### src/rtl/xbar_resp_core.sv
// Response crossbar: four bank response ports routed to three channel ports
// by the one-hot channel id each bank echoes, with round-robin arbitration
// and a two-entry output FIFO per channel.
module xbar_resp_core #(
   parameter int DATA_W     = 64,
   parameter int OP_W       = 2,
   parameter int FIFO_DEPTH = 2
) (
   input  logic              clk,
   input  logic              rst_n,
   input  logic              u_bank_0_resp_valid,
   output logic              u_bank_0_resp_ready,
   input  logic [2:0]        u_bank_0_resp_ch_1hot_id,
   input  logic [OP_W-1:0]   u_bank_0_resp_op,
   input  logic [DATA_W-1:0] u_bank_0_resp_rdata,
   input  logic              u_bank_1_resp_valid,
   output logic              u_bank_1_resp_ready,
   input  logic [2:0]        u_bank_1_resp_ch_1hot_id,
   input  logic [OP_W-1:0]   u_bank_1_resp_op,
   input  logic [DATA_W-1:0] u_bank_1_resp_rdata,
   input  logic              u_bank_2_resp_valid,
   output logic              u_bank_2_resp_ready,
   input  logic [2:0]        u_bank_2_resp_ch_1hot_id,
   input  logic [OP_W-1:0]   u_bank_2_resp_op,
   input  logic [DATA_W-1:0] u_bank_2_resp_rdata,
   input  logic              u_bank_3_resp_valid,
   output logic              u_bank_3_resp_ready,
   input  logic [2:0]        u_bank_3_resp_ch_1hot_id,
   input  logic [OP_W-1:0]   u_bank_3_resp_op,
   input  logic [DATA_W-1:0] u_bank_3_resp_rdata,
   output logic              d_channel_0_resp_valid,
   input  logic              d_channel_0_resp_ready,
   output logic [OP_W-1:0]   d_channel_0_resp_op,
   output logic [DATA_W-1:0] d_channel_0_resp_rdata,
   output logic [1:0]        d_channel_0_resp_bank_id,
   output logic              d_channel_1_resp_valid,
   input  logic              d_channel_1_resp_ready,
   output logic [OP_W-1:0]   d_channel_1_resp_op,
   output logic [DATA_W-1:0] d_channel_1_resp_rdata,
   output logic [1:0]        d_channel_1_resp_bank_id,
   output logic              d_channel_2_resp_valid,
   input  logic              d_channel_2_resp_ready,
   output logic [OP_W-1:0]   d_channel_2_resp_op,
   output logic [DATA_W-1:0] d_channel_2_resp_rdata,
   output logic [1:0]        d_channel_2_resp_bank_id,
   output logic              resp_err
);

   typedef struct packed {
      logic [OP_W-1:0]   op;
      logic [DATA_W-1:0] rdata;
      logic [1:0]        bank;
   } ent_t;

   localparam logic [1:0] FULL = 2'(FIFO_DEPTH);

   logic [3:0] b_vld;
   logic [3:0] b_rdy;
   logic [3:0] legal;
   logic [2:0] b_id [4];
   ent_t       b_ent [4];

   logic [2:0] c_rdy;
   logic [2:0] push_ok;
   logic [2:0] gnt;
   logic [2:0] pop;
   logic [1:0] gidx [3];
   logic [1:0] cnt_d [3];
   logic       err_d;

   ent_t       mem_q [3][2];
   logic [2:0] wp_q;
   logic [2:0] rp_q;
   logic [1:0] cnt_q [3];
   logic [1:0] rr_q [3];
   logic       err_q;
   ent_t       head [3];

   assign b_vld = {u_bank_3_resp_valid, u_bank_2_resp_valid,
                   u_bank_1_resp_valid, u_bank_0_resp_valid};
   assign b_id[0] = u_bank_0_resp_ch_1hot_id;
   assign b_id[1] = u_bank_1_resp_ch_1hot_id;
   assign b_id[2] = u_bank_2_resp_ch_1hot_id;
   assign b_id[3] = u_bank_3_resp_ch_1hot_id;
   assign b_ent[0] = '{u_bank_0_resp_op, u_bank_0_resp_rdata, 2'd0};
   assign b_ent[1] = '{u_bank_1_resp_op, u_bank_1_resp_rdata, 2'd1};
   assign b_ent[2] = '{u_bank_2_resp_op, u_bank_2_resp_rdata, 2'd2};
   assign b_ent[3] = '{u_bank_3_resp_op, u_bank_3_resp_rdata, 2'd3};
   assign c_rdy = {d_channel_2_resp_ready, d_channel_1_resp_ready,
                   d_channel_0_resp_ready};

   always_comb begin
      for (int k = 0; k < 4; k++) begin
         legal[k] = (b_id[k] == 3'b001) || (b_id[k] == 3'b010) ||
                    (b_id[k] == 3'b100);
      end
   end

   // Scan from the lowest priority upward so the highest-priority
   // requester is the last one to claim the grant.
   always_comb begin
      logic [1:0] kk;
      kk = '0;
      for (int j = 0; j < 3; j++) begin
         gnt[j]     = 1'b0;
         gidx[j]    = '0;
         pop[j]     = (cnt_q[j] != 2'd0) && c_rdy[j];
         push_ok[j] = (cnt_q[j] < FULL) ||
                      ((cnt_q[j] == FULL) && c_rdy[j]);
         for (int i = 3; i >= 0; i--) begin
            kk = rr_q[j] + 2'(i);
            if (b_vld[kk] && legal[kk] && b_id[kk][j]) begin
               gnt[j]  = 1'b1;
               gidx[j] = kk;
            end
         end
         gnt[j]   = gnt[j] && push_ok[j] && rst_n;
         cnt_d[j] = cnt_q[j] + 2'(gnt[j]) - 2'(pop[j]);
      end
   end

   always_comb begin
      for (int k = 0; k < 4; k++) begin
         b_rdy[k] = b_vld[k] && !legal[k];
         for (int j = 0; j < 3; j++) begin
            if (gnt[j] && (gidx[j] == 2'(k))) b_rdy[k] = 1'b1;
         end
         b_rdy[k] = b_rdy[k] && rst_n;
      end
      err_d = err_q || (|(b_vld & ~legal));
   end

   always_ff @(posedge clk or negedge rst_n) begin
      if (!rst_n) begin
         for (int j = 0; j < 3; j++) begin
            for (int e = 0; e < 2; e++) mem_q[j][e] <= '0;
            cnt_q[j] <= '0;
            rr_q[j]  <= '0;
         end
         wp_q  <= '0;
         rp_q  <= '0;
         err_q <= 1'b0;
      end else begin
         for (int j = 0; j < 3; j++) begin
            if (gnt[j]) begin
               mem_q[j][wp_q[j]] <= b_ent[gidx[j]];
               wp_q[j]           <= ~wp_q[j];
               rr_q[j]           <= gidx[j] + 2'd1;
            end
            if (pop[j]) rp_q[j] <= ~rp_q[j];
            cnt_q[j] <= cnt_d[j];
         end
         err_q <= err_d;
      end
   end

   always_comb begin
      for (int j = 0; j < 3; j++) head[j] = mem_q[j][rp_q[j]];
   end

   assign u_bank_0_resp_ready = b_rdy[0];
   assign u_bank_1_resp_ready = b_rdy[1];
   assign u_bank_2_resp_ready = b_rdy[2];
   assign u_bank_3_resp_ready = b_rdy[3];

   assign d_channel_0_resp_valid   = cnt_q[0] != 2'd0;
   assign d_channel_0_resp_op      = head[0].op;
   assign d_channel_0_resp_rdata   = head[0].rdata;
   assign d_channel_0_resp_bank_id = head[0].bank;
   assign d_channel_1_resp_valid   = cnt_q[1] != 2'd0;
   assign d_channel_1_resp_op      = head[1].op;
   assign d_channel_1_resp_rdata   = head[1].rdata;
   assign d_channel_1_resp_bank_id = head[1].bank;
   assign d_channel_2_resp_valid   = cnt_q[2] != 2'd0;
   assign d_channel_2_resp_op      = head[2].op;
   assign d_channel_2_resp_rdata   = head[2].rdata;
   assign d_channel_2_resp_bank_id = head[2].bank;

   assign resp_err = err_q;

endmodule

### config.mk
export PLATFORM = sky130hd
export DESIGN_NAME = xbar_resp_core
export DESIGN_NICKNAME = d
export VERILOG_FILES = /design/src/rtl/xbar_resp_core.sv
export SDC_FILE = /design/constraint.sdc
export NUM_CORES = 1
export LEC_CHECK = 0
export BUFFER_PORTS_ARGS = -buffer_cell sky130_fd_sc_hd__buf_2
export CAP_MARGIN = 0
export CORE_MARGIN = 2
export CORE_UTILIZATION = 40
export DETAILED_ROUTE_END_ITERATION = 6
export GPL_TIMING_DRIVEN = 0
export REMOVE_ABC_BUFFERS = 1
export SKIP_LAST_GASP = 1
export SYNTH_ARGS = -nofsm -noshare
export SYNTH_HDL_FRONTEND = slang
export SYNTH_SLANG_ARGS = --single-unit
### constraint.sdc
create_clock -name clk -period 5.13 [get_ports clk]
set_clock_uncertainty 0.1 [all_clocks]
set_input_delay 0.513 -clock clk [delete_from_list [all_inputs] [get_ports clk]]
set_output_delay 0.513 -clock clk [all_outputs]
set_load 0.02 [all_outputs]
==> results of run 1 <==
critical path: stages:
cell and delay [ns]:
dlygate4sd3_1 0.56, buf_8 0.13, buf_16 0.47, buf_16 0.32, inv_1 0.20, a21oi_1 0.43, and2_2 0.49, a22oi_1 0.16
a31oi_1 0.27, buf_2 0.21
layout by cell type, fill, tap and decap left out, drive strengths merged, types with 3 or more instances in the layout:
cell type,netlist,final
a31oi,4,4
inv,19,19
xnor2,8,8
xor2,7,7
mux2,206,206
nor2b,3,3
clkinv,0,7
a22oi,5,5
nor2,11,11
and4bb,10,10
buf,119,540
nand4bb,6,6
o21ai,20,20
nand2,426,426
nand3,17,17
o221ai,396,396
and2,4,4
a21oi,11,11
clkbuf,80,81
o21a,4,4
mux2i,396,396
ha,14,14
diode,0,22
dfrtp,427,427
report_power, final:
part / switching (mW) / total, mW / internal (mW)
Sequential: 1.09 / 6.03 / 4.95
Clock: 1.51 / 3.64 / 2.14
Combinational: 4.61 / 7.92 / 3.31
Total: 7.20 / 17.6 / 10.4
cell type report:
class | instances | area [um^2] | share of cell area
sequential | 427 | 10700 | 0.357
tap | 782 | 978 | 0.0326
clock buffer | 80 | 1610 | 0.0536
clock inverter | 8 | 76.3 | 0.00255
inverter | 19 | 78.8 | 0.00263
antenna | 22 | 55.1 | 0.00184
timing repair buffer | 542 | 3590 | 0.120
multi-input combinational | 1577 | 12900 | 0.430
how the worst max path moves through the flow:
stage	to	cells after the start	from	slack, ns
final	u_bank_2_resp_ready	10	rst_n	0.54
after CTS	u_bank_3_resp_ready	10	rst_n	0.03
after global placement	mem_q[270]	6	rst_n	-9.41
after floorplan	u_bank_0_resp_ready	6	u_bank_0_resp_ch_1hot_id[0]	-5.31
after detailed placement	mem_q[259]	9	rst_n	0.38
after global routing	u_bank_0_resp_ready	10	rst_n	0.29
metrics by stage:
step	cell area [um^2]	hold slack, ns	setup WS (ns)	power (mW)	instances
5_1_grt	30000	0.152	0.285	18.5	3450
4_1_cts	29900	0.132	0.0261	17.6	3434
3_3_place_gp	26900	0.352	-9.41	13.8	3301
6_report	30000	0.166	0.538	17.6	3457
2_1_floorplan	23400	0.117	-5.31	11.0	2023
3_5_place_dp	28200	0.200	0.375	13.9	3345
cell usage after synthesis (10+ instances only):
library cell	number	area share
mux2i_1	396	0.16
a21oi_1	11	0.0023
nor2_1	10	0.0015
nand3_1	15	0.0031
buf_4	28	0.0086
dfrtp_1	427	0.44
nand2_1	426	0.065
o221ai_2	19	0.012
clkbuf_1	80	0.012
o21ai_0	17	0.0035
ha_1	14	0.0072
mux2_2	206	0.095
buf_6	14	0.0064
inv_1	17	0.0026
buf_2	67	0.014
o221ai_1	377	0.13
buf_1	10	0.0015
registers in the layout, summed over array words and instances (netlist names):
name / count
resp_err: 1
rp_q: 3
wp_q: 3
mem_q: 408
rr_q: 6
cnt_q: 6
layer usage:
metal	share of wire	wire length (um)
met1	0.40	37300
met3	0.094	8720
met4	0.042	3900
met5	0.0013	120
met2	0.46	43200
cell families after synthesis:
| kind of cell | share of synthesized area |
|---|---|
| multiplexers | 0.257 |
| XOR/XNOR | 0.00537 |
| flip-flops | 0.437 |
| AND/OR/NAND/NOR | 0.0854 |
| adder cells (fa/ha/maj) | 0.00716 |
| buffers and inverters | 0.0455 |
| AO/OA/AOI/OAI | 0.163 |
timing repair:
item,in CTS,in global routing
resized for setup,0,1
endpoints found under the hold margin,122,0
hold buffers,1,0
endpoints found under the setup margin,0,4
==> metrics.csv, run 1 <==
metric,value,unit
crit path max fanout,121,
die area,63200,um^2
fin. max-slew vios,0,
Worst R2R End,mem_q[298],
CP required,4.52,ns
M2 GR Usage,0.456,
Hold Crit Class,in -> async,
vias in the first global route,22700,
WP data arrival,3.98,ns
Fin Setup TNS,0,ns
unrepaired setup endpoints after global routing,false,
syn_area_per_cell,11.0,um^2
Row Count,90,
Leak,15.0,nW
# port buffers,496,
maximum vdd drop,0.313,mV
drt initial violations,1777,
met1 usage,0.364,
"flops & latches, synth",427,
Critical R2R Launch,rr_q[5],
status,completed,
"EDFF count, synth",0,
synthesis-to-layout area growth,22.5,%
core area,60400,um^2
Routed Antenna Nets,0,
total gr overflow,0,
final wirelength,93200,um
crit path launch type,input pin,
routed vias/inst,6.30,
layout cells sized above 1,0.336,
Post-Synthesis Cells,2222,
die height,251,um
synth warn,0,
Post-synth ARST share,1.00,
initial antenna violation count,29,
DR vias,21800,
register area share after synthesis,0.437,
Post-Route Utilization,0.497,
final setup vio count,0,
CP Class,in -> out,
cts bufs inserted,52,
global-route wire length before repair,139000,um
DRC viols,0,
GRT Overall Usage,0.286,
Worst-path clk slew,0.05,ns
largest net degree at the start of global routing,121,
Max transition margin,0.436,
GR Layer Usage met3,0.0759,
Initial Utilization,0.405,
FF-to-FF setup slack,2.11,ns
die width,251,um
clk buf depth,3,
clk root buf,clkbuf_16,
post-route minimum period,4.59,ns
drt first pass iters,5,
Fmax,0.218,GHz
HPWL after DPL,62000,um
Reg2Reg Depth,7,
WL/cell,27.0,um
fillers,5320,
max_cap viols,0,
worst skew pair latency,0.60,ns
mapped cell area,24500,um^2
CP endpoint kind,primary output,
worst slew pin tran,0.846,ns
CTS tree,yes,
busiest metal layer after global routing,met2,
Final nets,2918,
Unique masters post-synth,53,
# Post-CTS Setup Buffers,0,
# H-tree levels,2,
PD cells,587,nW/um^2
clock tree sinks,427,
I/O pin total,497,
period utilization,0.895,
Final Wtd Congestion,0.825,
Final Hold Fails,0,
"Primary FF master, synth",dfrtp_1,
Note: power is estimated with default switching activity, not from simulation.
==> inputs of run 2 (changes only) <==
--- a/config.mk
+++ b/config.mk
@@ -14,4 +14,5 @@
 export REMOVE_ABC_BUFFERS = 1
 export SKIP_LAST_GASP = 1
+export SLEW_MARGIN = 10
 export SYNTH_ARGS = -nofsm -noshare
 export SYNTH_HDL_FRONTEND = slang
==> constraint.sdc (replaced) <==
create_clock -name clk -period 5.13 [get_ports clk]
set_clock_uncertainty 0.1 [all_clocks]
set_input_delay 1.2825 -clock clk [delete_from_list [all_inputs] [get_ports clk]]
set_output_delay 1.2825 -clock clk [all_outputs]
set_load 0.02 [all_outputs]
==> run 2 against run 1 <==
- via count up 0.69%
- die area unchanged
- sequential power about the same
- maximum frequency down 7.2%
- wire length up 0.58%
- critical path depth down 1
- hold slack better by 0.21 ns
- first-iteration DRC count up 6.2%
- non-clock buffer count up 3
- core utilization up 0.13 points
==> metrics.csv, run 2 (synthesis gave the netlist of run 1 again) <==
metric,value,unit,change
DR vias,21900,,+0.69%
multi-input logic area,12900,um^2,+0.14%
Worst Slack Setup Final,0.182,ns,-0.356 ns
final setup vio count,0,,unchanged
DRC viols,0,,unchanged
# port buffers,496,,unchanged
GRT Overall Usage,0.286,,about the same
Most common cell on crit path,buf_2,,
status,completed,,
pre-CTS setup slack,-1.00,ns,-1.38 ns
global-route wire length before repair,139000,um,-0.15%
layout cells sized above 1,0.337,,+0.00150
Fmax,0.202,GHz,-7.2%
# Post-CTS Setup Buffers,0,,unchanged
drt first pass iters,5,,unchanged
Worst-path clk slew,0.06,ns,about the same
clock tree sinks,427,,unchanged
max_cap viols,0,,unchanged
CP Class,in -> out,,
clk buf depth,3,,unchanged
routed vias/inst,6.34,,+0.54%
post-route minimum period,4.95,ns,+0.356 ns
CTS tree,yes,,
Routed Antenna Nets,0,,unchanged
WHS,0.372,ns,+0.206 ns
Final Hold Fails,0,,unchanged
synthesis-to-layout area growth,22.9,%,
cts bufs inserted,50,,-3.8%
initial antenna violation count,29,,unchanged
die height,251,um,unchanged
clk root buf,clkbuf_16,,
WP data arrival,3.57,ns,-0.41 ns
fillers,5368,,+0.90%
vias in the first global route,22600,,-0.51%
HPWL after DPL,62200,um,+0.33%
largest registers,"mem_q: 408 flops, cnt_q: 6 flops, rr_q: 6 flops",,
WL/cell,27.1,um,+0.43%
worst slew pin tran,0.848,ns,+0.00176 ns
core area,60400,um^2,unchanged
unrepaired setup endpoints after global routing,false,,
total gr overflow,0,,unchanged
worst-path cell chain,buf_2 > nand4bb_1 > o22a_1 > a22o_1 > inv_8 > ha_1 > a22oi_1 > a31oi_1 > buf_2,,
Final Wtd Congestion,0.825,,unchanged
Largest register FFs,408,,unchanged
crit path launch type,input pin,,
largest net degree at the start of global routing,109,,-9.9%
"most common cell after layout, fill and taps aside",buf_2,,
maximum vdd drop,0.327,mV,+4.7%
PD cells,588,nW/um^2,about the same
Row Count,90,,unchanged
Leak,15.0,nW,+0.26%
crit path max fanout,65,,-46%
die width,251,um,unchanged
fin. max-slew vios,0,,unchanged
Hold Crit Class,reg -> reg,,
final wirelength,93700,um,+0.58%
most frequent cells in the layout,"495 x buf_2, 426 x nand2_1, 424 x dfrtp_1, 396 x mux2i_1, 377 x o221ai_1",,
worst skew pair latency,0.59,ns,about the same
I/O pin total,497,,unchanged
Top reg by flops,mem_q,,
period utilization,0.964,,+0.0694
CP max-delay cell,inv_8,,
Max transition margin,0.433,,-0.00332
CP required,3.75,ns,-0.77 ns
Post-Route Utilization,0.498,,+0.00135
# H-tree levels,2,,unchanged
FF/Latch Area,10700,um^2,unchanged
Fin Setup TNS,0,ns,unchanged
drt initial violations,1888,,+6.2%
max incr delay on CP,0.46,ns,-0.10 ns
Initial Utilization,0.405,,unchanged
die area,63200,um^2,unchanged
Final nets,2919,,+0.034%
CP endpoint kind,primary output,,
==> run 2: changes by cell type in the layout (fill, tap and decap cells not counted), sizes merged <==
| cell | previous run | this run |
|---|---|---|
| buf | 540 | 542 |
| bufbuf | 0 | 3 |
| bufinv | 0 | 4 |
| clkbuf | 81 | 73 |
| clkinv | 7 | 9 |
| clkinvlp | 1 | 3 |
| diode | 22 | 21 |
| dlygate4sd3 | 1 | 0 |
| inv | 19 | 21 |
==> run 2: layout make-up <==
cell class,count,share of cell area
clock inverter,18,0.00720
sequential,427,0.356
antenna,21,0.00175
inverter,19,0.00262
tap,782,0.0326
multi-input combinational,1577,0.429
timing repair buffer,545,0.122
clock buffer,73,0.0488
==> run 2: per-layer routing <==
| metal | routed length, um | track usage |
|---|---|---|
| met5 | 158 | 0 |
| met3 | 8560 | 0.0723 |
| met2 | 43700 | 0.462 |
| met4 | 3670 | 0.123 |
| met1 | 37600 | 0.364 |
==> run 2: final timing paths <==
| kind | from | to | slack, ns | cells past startpoint |
|---|---|---|---|---|
| min in group asynchronous | rst_n | mem_q[57] | 0.44 | 1 |
| hold reg to reg | cnt_q[1] | cnt_q[1] | 0.37 | 1 |
| max in group asynchronous | rst_n | mem_q[37] | 3.21 | 4 |
| setup reg to reg | rr_q[1] | mem_q[101] | 1.81 | 10 |
| setup / recovery | u_bank_2_resp_ch_1hot_id[2] | u_bank_2_resp_ready | 0.18 | 9 |
| hold / removal | cnt_q[1] | cnt_q[1] | 0.37 | 1 |
==> run 2: metrics by stage <==
step	cells	power [mW]	area [um^2]
2_1_floorplan	2023	11.0	23400
3_3_place_gp	3301	13.8	26900
3_5_place_dp	3347	13.9	28200
4_1_cts	3441	17.7	30000
5_1_grt	3453	18.6	30000
6_report	3462	17.7	30100
==> run 2: power by group <==
part	switching (mW)	leakage, nW	internal, mW
registers	1.08	5.37	4.95
clock network	1.51	0.826	2.18
logic	4.63	8.83	3.32
total	7.22	15.0	10.4
==> run 2: critical path, delay by kind of cell <==
kind	cells	cell delay, ns
compound gates	4	0.90
buf+inv	3	0.79
fa+ha+maj	1	0.26
simple gates	1	0.31
==> run 2: repair_timing <==
action,CTS,global route
gates cloned,3,0
setup endpoints to repair,4,4
pin swaps,0,1
hold buffers,0,0
resized for setup,4,2
==> inputs of run 3 (changes only) <==
CORE_MARGIN = 8   (was 2)
CTS_CLUSTER_SIZE = 28   (was not set)
==> run 3 against run 2 <==
- maximum frequency decreased by 1.4%
- critical path depth rose by 1
- register-to-register slack improved by 0.41 ns
- final cell count grew 0.32%
- sequential power about the same
- total power increased by 2.3%
- flip-flop and latch count stayed put
- sequential share of layout area decreased by 0.24 points
- critical endpoint is now u_bank_0_resp_ready
- largest power group unchanged
==> metrics.csv, run 3 (synthesis gave the netlist of run 1 again) <==
metric,value,unit,change
status,completed,,
Internal,10.7,mW,+2.7%
Initial Utilization,0.405,,-0.000755
crit path max fanout,6,,-91%
final non-filler cell total,3473,,+0.32%
Final Wtd Congestion,0.800,,-3.0%
Leak,15.2,nW,+0.95%
Row Count,90,,unchanged
Routed Antenna Nets,0,,unchanged
WP data arrival,3.63,ns,+0.06 ns
Fmax,0.199,GHz,-1.4%
maximum vdd drop,0.331,mV,+1.0%
die width,263,um,+4.8%
combinational cell fraction of total power,0.448,,-0.002
largest registers,"mem_q: 408 flops, cnt_q: 6 flops, rr_q: 6 flops",,
worst skew pair latency,0.59,ns,about the same
Worst Slack Setup Final,0.113,ns,-0.0696 ns
Worst-path clk slew,0.05,ns,about the same
Hold Crit Class,reg -> reg,,
crit path launch type,input pin,,
clock tree sinks,427,,unchanged
FF/Latch Area,10700,um^2,unchanged
post-route minimum period,5.02,ns,+0.0696 ns
DR vias,22100,,+0.93%
CP Class,in -> out,,
Cell Count Post-Placement,3346,,-0.030%
"most common cell after layout, fill and taps aside",buf_2,,
largest net degree at the start of global routing,89,,-18%
synthesis-to-layout area growth,23.7,%,
Hold Path End,mem_q[0],,
WL/cell,28.4,um,+4.8%
clk root buf,clkbuf_16,,
multi-input logic area,12900,um^2,about the same
final wirelength,98500,um,+5.1%
HPWL after DPL,64700,um,+4.0%
sequential share of power,0.333,,-0.008
PD cells,597,nW/um^2,+1.6%
cts bufs inserted,50,,unchanged
drt first pass iters,7,,+2
pre-CTS setup slack,-1.04,ns,-0.0446 ns
fin. max-slew vios,0,,unchanged
Top reg by flops,mem_q,,
Worst R2R End,mem_q[124],,
core area,60500,um^2,+0.19%
sw frac,0.406,,-0.00251
Post-Route Utilization,0.500,,+0.00251
global-route wire length before repair,148000,um,+6.9%
period utilization,0.978,,+0.0136
Clk pwr share,0.219,,+0.010
total gr overflow,0,,unchanged
GRT Overall Usage,0.273,,-0.0130
die area,69300,um^2,+9.8%
layout cells sized above 1,0.343,,+0.00584
most frequent cells in the layout,"495 x buf_2, 426 x nand2_1, 424 x dfrtp_1, 396 x mux2i_1, 377 x o221ai_1",,
worst slew pin tran,0.820,ns,-0.0274 ns
Final nets,2931,,+0.41%
"Hold-fix buffers, CTS",0,,unchanged
clk buf depth,3,,unchanged
WHS,0.376,ns,+0.00391 ns
worst hold path depth,2,,+1
Max transition margin,0.453,,+0.0204
Net Switching,7.34,mW,+1.6%
CTS tree,yes,,
die height,263,um,+4.8%
# H-tree levels,2,,unchanged
vias in the first global route,23700,,+4.8%
max_cap viols,0,,unchanged
Hold Crit Start,mem_q[0],,
final setup vio count,0,,unchanged
unrepaired setup endpoints after global routing,false,,
Final Hold Fails,0,,unchanged
Critical R2R Launch,cnt_q[0],,
Reg2Reg Depth,6,,-4
I/O pin total,497,,unchanged
DRC viols,0,,unchanged
# port buffers,496,,unchanged
CP required,3.75,ns,about the same
Fin Setup TNS,0,ns,unchanged
Largest register FFs,408,,unchanged
initial antenna violation count,24,,-17%
fillers,5442,,+1.4%
routed vias/inst,6.38,,+0.61%
CP endpoint kind,primary output,,
FF-to-FF setup slack,2.22,ns,+0.41 ns
drt initial violations,1958,,+3.7%
## run 3: changes by cell type in the layout (fill, tap and decap cells not counted), moves of 4 or more
cell and change:
clkinv_2 +4, buf_4 +10, buf_12 +6, buf_16 -7
clkbuf_1 -5, bufinv_16 +5
## run 3: worst max path at each step
| stage | startpoint | end | slack, ns | depth (start not counted) |
|---|---|---|---|---|
| 2_1_floorplan | u_bank_0_resp_ch_1hot_id[0] | u_bank_0_resp_ready | -6.85 | 6 |
| 3_3_place_gp | u_bank_0_resp_ch_1hot_id[0] | u_bank_2_resp_ready | -10.63 | 9 |
| 3_5_place_dp | rst_n | u_bank_0_resp_ready | -1.04 | 9 |
| 4_1_cts | u_bank_2_resp_ch_1hot_id[2] | u_bank_2_resp_ready | 0.008 | 10 |
| 5_1_grt | u_bank_1_resp_ch_1hot_id[0] | u_bank_2_resp_ready | 0.01 | 10 |
| 6_report | u_bank_1_resp_ch_1hot_id[0] | u_bank_0_resp_ready | 0.11 | 10 |
## run 3: worst max-delay path, stage by stage
cell and delay [ns]:
buf_2 0.13, and4bb_2 0.39, a21boi_0 0.32, o22ai_1 0.25, nor2_1 0.32, inv_1 0.12, ha_1 0.21, a22oi_1 0.29
a31oi_1 0.14, buf_2 0.18
## run 3: metal layers
layer | vias up | share of wire | track usage | wire (um)
met4 | 16 | 0.035 | 0.0999 | 3450
li1 | 9383 | - | - | -
met2 | 1138 | 0.48 | 0.457 | 47300
met5 | - | 0.0010 | 0 | 100
met1 | 11400 | 0.40 | 0.344 | 39700
met3 | 235 | 0.081 | 0.0615 | 8010
## run 3: repair_timing
action	CTS	global route
gates cloned	5	1
setup endpoints to repair	4	4
resized for setup	8	3
setup buffers	0	10
pin swaps	0	3
## run 3: layout make-up
type                       instances  area share
clock inverter                    24      0.0117
clock buffer                      68      0.0482
timing repair inverter             1    0.000289
sequential                       427       0.353
inverter                          19     0.00289
tap                              782      0.0323
multi-input combinational       1577       0.427
timing repair buffer             556       0.123
antenna                           19     0.00157
## run 3: power by group through the flow
stage | logic (mW) | registers (mW) | clock network [mW]
floorplan | 5.21 | 5.76 | 0
global placement | 7.70 | 6.16 | 0
detailed placement | 8.00 | 6.02 | 0
CTS | 8.09 | 5.98 | 4.03
global route | 8.64 | 6.20 | 4.16
finish | 8.09 | 6.01 | 3.96
## run 3: stage by stage
stage,total power [mW],cell area [um^2]
4_1_cts,18.1,30100
5_1_grt,19.0,30300
3_3_place_gp,13.9,26900
3_5_place_dp,14.0,28100
6_report,18.1,30300
2_1_floorplan,11.0,23400
